$ cat src/rtl/fp32_add_csr.sv
// fp32_add_csr: memory-mapped IEEE-754 single-precision adder slave on the UDM bus.
//   Registers (byte offsets from BASE_ADDR): +0x0 OPA (rw), +0x4 OPB (rw, a write
//   starts an add), +0x8 RES (ro), +0xC STATUS (ro: bit0 busy, bit1 done, sticky).
//   An add takes five cycles: UNPACK, ALIGN, ADD, NORM, ROUND.
// Ports:
//   clk_i, rst_i (synchronous, active-high)
//   bus_req_i, bus_we_i, bus_addr_i[31:0], bus_be_i[3:0], bus_wdata_i[31:0]
//   bus_ack_o   : combinational accept in the request cycle
//   bus_resp_o  : one-cycle read-data-valid pulse, registered
//   bus_rdata_o : read data, nonzero only while bus_resp_o is 1
// Build option: define FP32ADD_RES_STALL_EN to hold off RES reads until an
//   in-flight add has finished; otherwise RES reads are acked at once.
module fp32_add_csr #(
    parameter logic [31:0] BASE_ADDR = 32'h00000008
) (
    input  logic        clk_i,
    input  logic        rst_i,
    input  logic        bus_req_i,
    input  logic        bus_we_i,
    input  logic [31:0] bus_addr_i,
    input  logic [3:0]  bus_be_i,
    input  logic [31:0] bus_wdata_i,
    output logic        bus_ack_o,
    output logic        bus_resp_o,
    output logic [31:0] bus_rdata_o
);

    typedef enum logic [2:0] {IDLE, UNPACK, ALIGN, ADD, NORM, ROUND} state_t;

    state_t state_q, state_d;
    logic [31:0] opa_q, opb_q, res_q, rdata_q;
    logic        done_q, resp_q;

    // Leading-zero count of a 27-bit mantissa path.
    function automatic logic [4:0] lzc27(input logic [26:0] v);
        logic [4:0] cnt;
        logic       found;
        cnt   = 5'd0;
        found = 1'b0;
        for (int i = 26; i >= 0; i--) begin
            if (!found) begin
                if (v[i]) found = 1'b1;
                else      cnt   = cnt + 5'd1;
            end
        end
        return cnt;
    endfunction

    // Round to nearest even, then pack with underflow-to-+0 and overflow-to-Inf.
    function automatic logic [31:0] round_pack(input logic sign,
                                               input logic signed [9:0] e,
                                               input logic [26:0] m);
        logic               rup;
        logic [24:0]        mr;
        logic signed [9:0]  e2;
        logic [22:0]        frac;
        rup  = m[2] & (m[1] | m[0] | m[3]);
        mr   = {1'b0, m[26:3]} + {24'd0, rup};
        e2   = mr[24] ? e + 10'sd1 : e;
        frac = mr[24] ? mr[23:1] : mr[22:0];
        if (e2 <= 10'sd0)        return 32'h0000_0000;
        else if (e2 >= 10'sd255) return {sign, 8'hFF, 23'd0};
        else                     return {sign, e2[7:0], frac};
    endfunction

    // ---------------- bus decode ----------------
    logic [31:0] offset;
    logic        in_win, word_ok, sel_opa, sel_opb, sel_res, sel_sts;
    logic        busy, res_rd_ok, wr_ok, rd_ok, wr_full, start;

    assign offset  = bus_addr_i - BASE_ADDR;
    assign in_win  = bus_req_i && (offset < 32'd16);
    assign word_ok = (offset[1:0] == 2'b00);
    assign sel_opa = word_ok && (offset[3:2] == 2'd0);
    assign sel_opb = word_ok && (offset[3:2] == 2'd1);
    assign sel_res = word_ok && (offset[3:2] == 2'd2);
    assign sel_sts = word_ok && (offset[3:2] == 2'd3);
    assign busy    = (state_q != IDLE);

`ifdef FP32ADD_RES_STALL_EN
    assign res_rd_ok = !busy;
`else
    assign res_rd_ok = 1'b1;
`endif

    assign wr_ok     = in_win && bus_we_i && !busy && !rst_i;
    assign rd_ok     = in_win && !bus_we_i && !rst_i && (!sel_res || res_rd_ok);
    assign bus_ack_o = wr_ok || rd_ok;
    assign wr_full   = wr_ok && (bus_be_i == 4'hF);
    assign start     = wr_full && sel_opb;

    logic [31:0] rd_val;
    always_comb begin
        rd_val = 32'd0;
        if (sel_opa)      rd_val = opa_q;
        else if (sel_opb) rd_val = opb_q;
        else if (sel_res) rd_val = res_q;
        else if (sel_sts) rd_val = {30'd0, done_q, busy};
    end

    // ---------------- FSM ----------------
    always_comb begin
        state_d = state_q;
        case (state_q)
            IDLE:    if (start) state_d = UNPACK;
            UNPACK:  state_d = ALIGN;
            ALIGN:   state_d = ADD;
            ADD:     state_d = NORM;
            NORM:    state_d = ROUND;
            ROUND:   state_d = IDLE;
            default: state_d = IDLE;
        endcase
    end

    // ---------------- UNPACK (combinational view of the operands) ----------------
    logic [7:0]  ea, eb;
    logic [23:0] ma, mb;
    logic [30:0] mag_a, mag_b;
    logic        a_nan, b_nan, a_inf, b_inf, swap, spec_c;
    logic [31:0] spec_val_c;
    always_comb begin
        ea    = opa_q[30:23];
        eb    = opb_q[30:23];
        a_nan = (&ea) && (|opa_q[22:0]);
        b_nan = (&eb) && (|opb_q[22:0]);
        a_inf = (&ea) && !(|opa_q[22:0]);
        b_inf = (&eb) && !(|opb_q[22:0]);
        // Denormals flush to zero: no hidden bit, zero magnitude.
        ma    = (ea == 8'd0) ? 24'd0 : {1'b1, opa_q[22:0]};
        mb    = (eb == 8'd0) ? 24'd0 : {1'b1, opb_q[22:0]};
        mag_a = (ea == 8'd0) ? 31'd0 : opa_q[30:0];
        mag_b = (eb == 8'd0) ? 31'd0 : opb_q[30:0];
        swap  = (mag_b > mag_a);
        spec_c     = 1'b0;
        spec_val_c = 32'd0;
        if (a_nan || b_nan || (a_inf && b_inf && (opa_q[31] ^ opb_q[31]))) begin
            spec_c     = 1'b1;
            spec_val_c = 32'h7FC0_0000;
        end else if (a_inf) begin
            spec_c     = 1'b1;
            spec_val_c = opa_q;
        end else if (b_inf) begin
            spec_c     = 1'b1;
            spec_val_c = opb_q;
        end
    end

    // ALIGN: right-shift the smaller mantissa, folding shifted-out bits into sticky.
    logic                sgn_a_p0, sgn_b_p0, spec_p0;
    logic signed [9:0]   exp_p0;
    logic [23:0]         man_a_p0, man_b_p0;
    logic [7:0]          diff_p0;
    logic [31:0]         spec_val_p0;
    logic [26:0]         mb_ext, mb_shift, mb_align;
    always_comb begin
        mb_ext   = {man_b_p0, 3'b000};
        mb_shift = mb_ext >> diff_p0[4:0];
        if (diff_p0 >= 8'd27)
            mb_align = {26'd0, |man_b_p0};
        else
            mb_align = {mb_shift[26:1],
                        mb_shift[0] | (|(mb_ext & ~(27'h7FF_FFFF << diff_p0[4:0])))};
    end

    logic [26:0]       ma_p1, mb_p1;
    logic [27:0]       sum_p2;
    logic [26:0]       m_p3;
    logic signed [9:0] exp_p3;
    logic              zero_p3;
    logic [4:0]        lz;
    assign lz = lzc27(sum_p2[26:0]);

    // ---------------- datapath stage registers ----------------
    always_ff @(posedge clk_i) begin
        case (state_q)
            UNPACK: begin
                sgn_a_p0    <= swap ? opb_q[31] : opa_q[31];
                sgn_b_p0    <= swap ? opa_q[31] : opb_q[31];
                exp_p0      <= signed'({2'b00, swap ? eb : ea});
                man_a_p0    <= swap ? mb : ma;
                man_b_p0    <= swap ? ma : mb;
                diff_p0     <= swap ? (eb - ea) : (ea - eb);
                spec_p0     <= spec_c;
                spec_val_p0 <= spec_val_c;
            end
            ALIGN: begin
                ma_p1 <= {man_a_p0, 3'b000};
                mb_p1 <= mb_align;
            end
            ADD: begin
                sum_p2 <= (sgn_a_p0 == sgn_b_p0) ? ({1'b0, ma_p1} + {1'b0, mb_p1})
                                                 : ({1'b0, ma_p1} - {1'b0, mb_p1});
            end
            NORM: begin
                zero_p3 <= (sum_p2 == 28'd0);
                if (sum_p2[27]) begin
                    m_p3   <= {sum_p2[27:2], sum_p2[1] | sum_p2[0]};
                    exp_p3 <= exp_p0 + 10'sd1;
                end else begin
                    m_p3   <= sum_p2[26:0] << lz;
                    exp_p3 <= exp_p0 - signed'({5'd0, lz});
                end
            end
            default: ;
        endcase
    end

    // ---------------- control, CSRs and bus response ----------------
    always_ff @(posedge clk_i) begin
        if (rst_i) begin
            state_q <= IDLE;
            opa_q   <= 32'd0;
            opb_q   <= 32'd0;
            res_q   <= 32'd0;
            done_q  <= 1'b0;
            resp_q  <= 1'b0;
            rdata_q <= 32'd0;
        end else begin
            state_q <= state_d;
            resp_q  <= rd_ok;
            rdata_q <= rd_ok ? rd_val : 32'd0;
            if (wr_full && sel_opa) opa_q <= bus_wdata_i;
            if (start) begin
                opb_q  <= bus_wdata_i;
                done_q <= 1'b0;
            end
            if (state_q == ROUND) begin
                res_q  <= spec_p0 ? spec_val_p0
                        : zero_p3 ? 32'd0
                        : round_pack(sgn_a_p0, exp_p3, m_p3);
                done_q <= 1'b1;
            end
        end
    end

    assign bus_resp_o  = resp_q;
    assign bus_rdata_o = rdata_q;

endmodule

$ cat config.mk
export PLATFORM = sky130hd
export DESIGN_NAME = fp32_add_csr
export DESIGN_NICKNAME = d
export VERILOG_FILES = /design/src/rtl/fp32_add_csr.sv
export SDC_FILE = /design/constraint.sdc
export NUM_CORES = 1
export LEC_CHECK = 0
export CORE_ASPECT_RATIO = 1.1
export CORE_MARGIN = 4
export CORE_UTILIZATION = 55
export CTS_BUF_LIST = sky130_fd_sc_hd__clkbuf_16
export DETAILED_ROUTE_END_ITERATION = 7
export PLACE_DENSITY = 0.73
export REMOVE_ABC_BUFFERS = 1
export SLEW_MARGIN = 10
export SYNTH_ARGS = -nofsm -noshare
export SYNTH_HDL_FRONTEND = slang
export SYNTH_SLANG_ARGS = --single-unit
$ cat constraint.sdc
create_clock -name clk_i -period 20.5 [get_ports clk_i]
set_input_delay 6.15 -clock clk_i [delete_from_list [all_inputs] [get_ports clk_i]]
set_output_delay 6.15 -clock clk_i [all_outputs]
set_load 0.01 [all_outputs]
After elaboration in Yosys (flattened, before gate mapping)
Cells that the tools add are included.
{"block": "word_totals", "reg_bits": 349}
{"block": "op_classes", "bitwise": 9, "n_mux": 135, "add_sub_neg": 35, "magnitude_cmp": 5, "n_eq_ne": 11, "shifts": 3, "reduce_logical": 43}
{"operator": "$mux 5", "n": 52}
{"operator": "$mux 32", "n": 8}
{"operator": "$add 5x1->5 const B", "n": 26}
{"operator": "$mux 24", "n": 4}
{"operator": "$mux 31", "n": 3}
{"operator": "$mux 1", "n": 58}
{"operator": "$reduce_or 23->1", "n": 2}
{"operator": "$lt 32x5->1 const B", "n": 1}
{"operator": "$sub 32x4->32 const B", "n": 1}
{"operator": "$gt 31x31->1", "n": 1}
{"operator": "$add 27x27->28", "n": 1}
{"operator": "$logic_not 28->1", "n": 1}
{"operator": "$mux 28", "n": 1}
{"operator": "$sub 27x27->28", "n": 1}
{"operator": "$and 27x27->27", "n": 1}
{"operator": "$not 27->27", "n": 1}
{"operator": "$reduce_or 27->1", "n": 1}
{"operator": "$shl 27x5->27", "n": 1}
{"operator": "$shl 27x5->27 const A", "n": 1}
{"operator": "$shr 27x5->27", "n": 1}
{"operator": "$mux 26", "n": 1}
{"operator": "$add 24x1->25", "n": 1}
{"operator": "$reduce_or 24->1", "n": 1}
{"operator": "$mux 23", "n": 1}
{"operator": "other kinds (34)", "n": 71}

Longest topological paths before layout
{"block": "depth", "word_depth": 81, "ltp_mapped": 99, "mapped_depth_nobuf": 97}

Worst setup path after synthesis
OpenSTA, ideal clock, no wires.
{"block": "synth_timing", "kind": "register to register", "start": "register sum_p2[26]", "end": "register exp_p3[7], data pin", "arrival_time_ns": 16.928, "path_buffers": 2, "stages_incl_launch_ff": 99, "required_time_ns": 20.242, "slack_ns": 3.314, "path_cell_list": "edfxtp_1 > clkbuf_1 > nor2_1 > ha_1 > o21a_1 > ha_1 > mux2_2 > o21ai_0 > inv_1 > ha_1 > a21o_1 > ha_1 > mux2_2 > a21o_1 > ha_1 > nor2_1 > nor2_1 > ha_1 > [... 63 more ...] > mux2_2 > ha_1 > mux2i_1 > nor2_1 > a21oi_1 > nor2_1 > a211oi_1 > a211oi_1 > inv_1 > clkbuf_1 > ha_1 > a21o_1 > a21o_1 > a21oi_1 > o21ai_0 > nor3_1 > a31oi_1 > xnor2_1"}
{"block": "synth_via", "elab_chain_len": 81, "elab_cells_between_ends": 107, "classes_between": "27 x add/sub; 80 x mux"}
{"item": "start: declaration", "line": "166", "text": "logic [27:0] sum_p2;"}
{"item": "start signal: assignment", "line": "191", "text": "sum_p2 <= (sgn_a_p0 == sgn_b_p0) ? ({1'b0, ma_p1} + {1'b0, mb_p1})"}
{"item": "$mux 1", "line": "42", "text": "if (v[i]) found = 1'b1;"}
{"item": "$add 5x1->5", "line": "43", "text": "else cnt = cnt + 5'd1;"}
{"item": "$mux 5", "line": "42"}
{"item": "$mux 5", "line": "41", "text": "if (!found) begin"}
{"item": "$add 5x1->5", "line": "43"}
{"item": "$mux 5", "line": "42"}
{"item": "$mux 5", "line": "41"}
{"item": "$add 5x1->5", "line": "43"}
{"item": "[... 65 more ...]"}
{"item": "$add 5x1->5", "line": "43"}
{"item": "$mux 5", "line": "42"}
{"item": "$mux 5", "line": "41"}
{"item": "$add 5x1->5", "line": "43"}
{"item": "$mux 5", "line": "42"}
{"item": "$mux 5 *", "line": "41"}
{"item": "$sub 8x5->9 *", "line": "201", "text": "exp_p3 <= exp_p0 - signed'({5'd0, lz});"}
{"item": "$mux 10 *", "line": "196", "text": "if (sum_p2[27]) begin"}
{"item": "end signal: assignment", "line": "198", "text": "exp_p3 <= exp_p0 + 10'sd1;"}
{"item": "end signal: assignment", "line": "201"}
{"item": "end: declaration", "line": "168", "text": "logic signed [9:0] exp_p3;"}
Mark *: on every way between the ends. The rest lies on a longest branch, timed or not.
A chain may end at the register's enable or synchronous reset.

Worst setup path in the final report
{"block": "layout_timing", "start": "register sum_p2[25]", "end": "register exp_p3[7], data pin"}
{"block": "layout_via", "elab_chain_len": 79, "elab_cells_between_ends": 105, "classes_between": "26 x add/sub; 79 x mux"}
{"item": "$mux 5", "line": "42"}
{"item": "$mux 5", "line": "41"}
{"item": "$add 5x1->5", "line": "43"}
{"item": "$mux 5", "line": "42"}
{"item": "$mux 5", "line": "41"}
{"item": "$add 5x1->5", "line": "43"}
{"item": "$mux 5", "line": "42"}
{"item": "$mux 5", "line": "41"}
{"item": "[... 63 more ...]"}
{"item": "$add 5x1->5", "line": "43"}
{"item": "$mux 5", "line": "42"}
{"item": "$mux 5", "line": "41"}
{"item": "$add 5x1->5", "line": "43"}
{"item": "$mux 5", "line": "42"}
{"item": "$mux 5 *", "line": "41"}
{"item": "$sub 8x5->9 *", "line": "201"}
{"item": "$mux 10 *", "line": "196"}
Marks and branches as above.

==> metrics.txt <==
total wire length between 70000 and 80000 um; Routed met1 length just over 30000 um; CTS max path bufs 3; Fillers between 3000 and 4000; Design Power 1.45 mW; CTS Buf Count 38; Vias around 22000; CTS Hold Bufs 0; Layout Nets roughly 3000; DR WL met3 around 4900 um; fraction of registers with async set/reset 0; die area 47200 sq um; CP Data Arrival Time 19.25 ns; Internal 1.15 mW; max incr delay on CP around 0.56 ns; synthesized instance count 2834; initial antenna violation count 0; FP Rows 80; H-tree depth 2; Peak VDD IR approximately 62 uV; clock period minus worst slack between 15 and 20 ns; clock skew roughly 0.018 ns; clock latency on the worst-skew pair about 0.55 ns; Die Y 228 um; Synth Flop Type edfxtp_1; Highest Clock Rate ~53 MHz; Core Area roughly 43000 sq um; CTS tree built; vias in the first global route between 20000 and 25000; DRC 0; Worst Hold Class reg2reg; CP max stage cell edfxtp_1; syn_area_per_cell roughly 8.5 sq um; DP Wirelength around 54000 um; #FFs+latches synth 349; clock-pin slew on the worst setup and hold paths 0.06 ns; Routed wire per std cell around 21 um; final worst setup slack 1.54 ns; Max-slew headroom 0.345; first-pass GRT wire length around 110000 um; Final Cycle Share 0.925; DRT Pass-1 Iters 8; most frequent cells in the layout nand2_1, nor2_1, edfxtp_1; CP Launch Type flop; Root Driver clkbuf_16; GR Util All Layers 0.296; synthesis-to-layout area growth 11.5%; Worst-Margin Slew 0.982 ns; Clock power frac 0.469; cell area after synthesis around 24000 sq um; Antenna Nets Post-Route 0; largest net degree at the start of global routing 94; max-cap violations 0; status finished clean; P_sw slightly below 300 uW; Net Sw Frac 0.205; Yosys cell types 92; Gate power share 0.022; critical path class reg2reg; Final Max Tran Viols 0; total gr overflow 0; Syn. warnings 0; RSZ-0062 raised after global routing false; 1st-iter DRT viols just under 2000; Final Hold Vio Count 0; leak pwr 9.86 nW; Die Wd between 200 and 250 um; crit-path most repeated cell ha_1; Highest Signal Layer met4; met2 wire length about 34000 um; IO Port Bufs 105; Post-synth EDFFs ~220; Pwr Density between 50 and 60 nW/um^2; Crit. End Element flop; # clock sinks around 350; share of layout cells above drive strength 1 0.0587; setup tns final 0 ns; CP Max Fanout 37; final setup fails 0; Flop pwr share 0.509; most common cell after layout, fill and taps aside nand2_1; io pins about 110; post-placement setup slack between 1 and 1.5 ns; Final Wtd Congestion approximately 0.97; Initial Util 0.556; DR vias/cell just over 6; Seq/Total Area, Yosys 0.380; worst path required time 20.79 ns
-- worst paths after layout --
check	slack (ns)	to	start	cells after the start
worst min register to register	0.42	ma_p1[12]	man_a_p0[9]	0
worst max-delay path	1.54	exp_p3[7]	sum_p2[25]	97
worst max register to register	1.54	exp_p3[7]	sum_p2[25]	97
worst min-delay path	0.42	ma_p1[12]	man_a_p0[9]	0
-- critical path, delay by kind of cell, from the launching register on --
family | cells | cell delay, ns
AO/OA/AOI/OAI | 28 | 4.79
AND/OR/NAND/NOR | 27 | 2.75
multiplexers | 11 | 1.80
buffers and inverters | 4 | 0.89
adder cells (fa/ha/maj) | 26 | 7.74
flip-flops | 1 | 0.56
XOR/XNOR | 1 | 0.14
-- metal layers --
layer | vias up | track usage
li1 | 10300 | -
met1 | 10300 | 0.387
met2 | 874 | 0.500
met3 | 154 | 0.0441
met4 | 0 | 0.117
met5 | - | 0
-- power by group through the flow --
stage	Clock (mW)	Sequential, mW	Combinational [mW]
3_3_place_gp	0	0.753	0.0304
2_1_floorplan	0	0.753	0.00661
4_1_cts	0.688	0.737	0.0308
5_1_grt	0.715	0.737	0.0333
3_5_place_dp	0	0.753	0.0306
6_report	0.679	0.737	0.0313
-- flip-flops by register name, indices dropped and copies added, names as in the netlist, 10 cells and up --
signal / flops
bus_rdata_o: 32
opb_q: 32
mb_p1: 27
spec_val_p0: 32
sum_p2: 28
m_p3: 27
res_q: 32
exp_p3: 10
ma_p1: 24
man_a_p0: 24
opa_q: 32
man_b_p0: 24
-- cells by family (layout without fill, tap and decap cells) --
logic type               Yosys count  count (layout)  share of synthesized area
AO/OA/AOI/OAI                    740             740                      0.191
AND/OR/NAND/NOR                 1052            1052                      0.200
XOR/XNOR                         130             130                     0.0533
buffers and inverters            312             353                     0.0495
flip-flops                       349             349                      0.380
multiplexers                     116             116                     0.0552
other                              1              23                   0.000156
adder cells (fa/ha/maj)          134             134                     0.0706
-- what timing repair did --
action / CTS / global route
endpoints found under the setup margin: 0 / 5
gates resized for setup: 0 / 1
setup buffers: 0 / 4
-- stage by stage --
| step | util | hold slack (ns) | instances | area [sq um] |
|---|---|---|---|---|
| 3_5_place_dp | 0.591 | 0.405 | 3398 | 25600 |
| 2_1_floorplan | - | 0.400 | 2685 | 23500 |
| 5_1_grt | 0.620 | 0.419 | 3470 | 26900 |
| 3_3_place_gp | 0.591 | 0.405 | 3398 | 25600 |
| 4_1_cts | 0.619 | 0.418 | 3466 | 26800 |
| 6_report | 0.620 | 0.417 | 3471 | 26900 |
-- area by class of cell --
class	instances	area (sq um)	area share
diodes	1	2.50	0.0000931
clock buffers	41	1030	0.0382
clock inverters	27	201	0.00750
inverters	142	537	0.0200
multi-input cells	2194	13900	0.517
flip-flops and latches	349	9150	0.341
well taps	574	718	0.0267
repair buffers	143	1330	0.0496
-- cells in the mapped netlist (7+ instances only) --
cell      instances  area share
and3_1           21      0.0055
mux4_2           11       0.010
a221oi_1         19      0.0069
o21bai_1         12      0.0037
nor2b_1          28      0.0073
mux2_2           23       0.011
nand2_1         415       0.065
o22a_1            7      0.0025
a211oi_1         98       0.031
o21a_1           11      0.0034
a21oi_1         207       0.043
o21ai_1          13      0.0027
edfxtp_1        216        0.27
buf_1            12      0.0019
nor2_1          273       0.043
xor2_1           34       0.012
or3_1            15      0.0039
inv_1           136       0.021
mux2i_1          79       0.033
nor3_1           73       0.015
nor3b_1           8      0.0025
dfxtp_1         133        0.11
xnor2_1          84       0.031
nand3b_1         14      0.0044
clkbuf_1        150       0.023
o21ai_0         207       0.043
a31oi_1          20      0.0052
ha_1            128       0.066
a22oi_1           8      0.0025
nand3_1          63       0.013
o211ai_1         14      0.0044
a21o_1           41       0.013
and2_1           15      0.0039
nand4_1          36      0.0093
nand2b_1         19      0.0049
nor4_1           39       0.010
(Power assumes the default switching activity.)
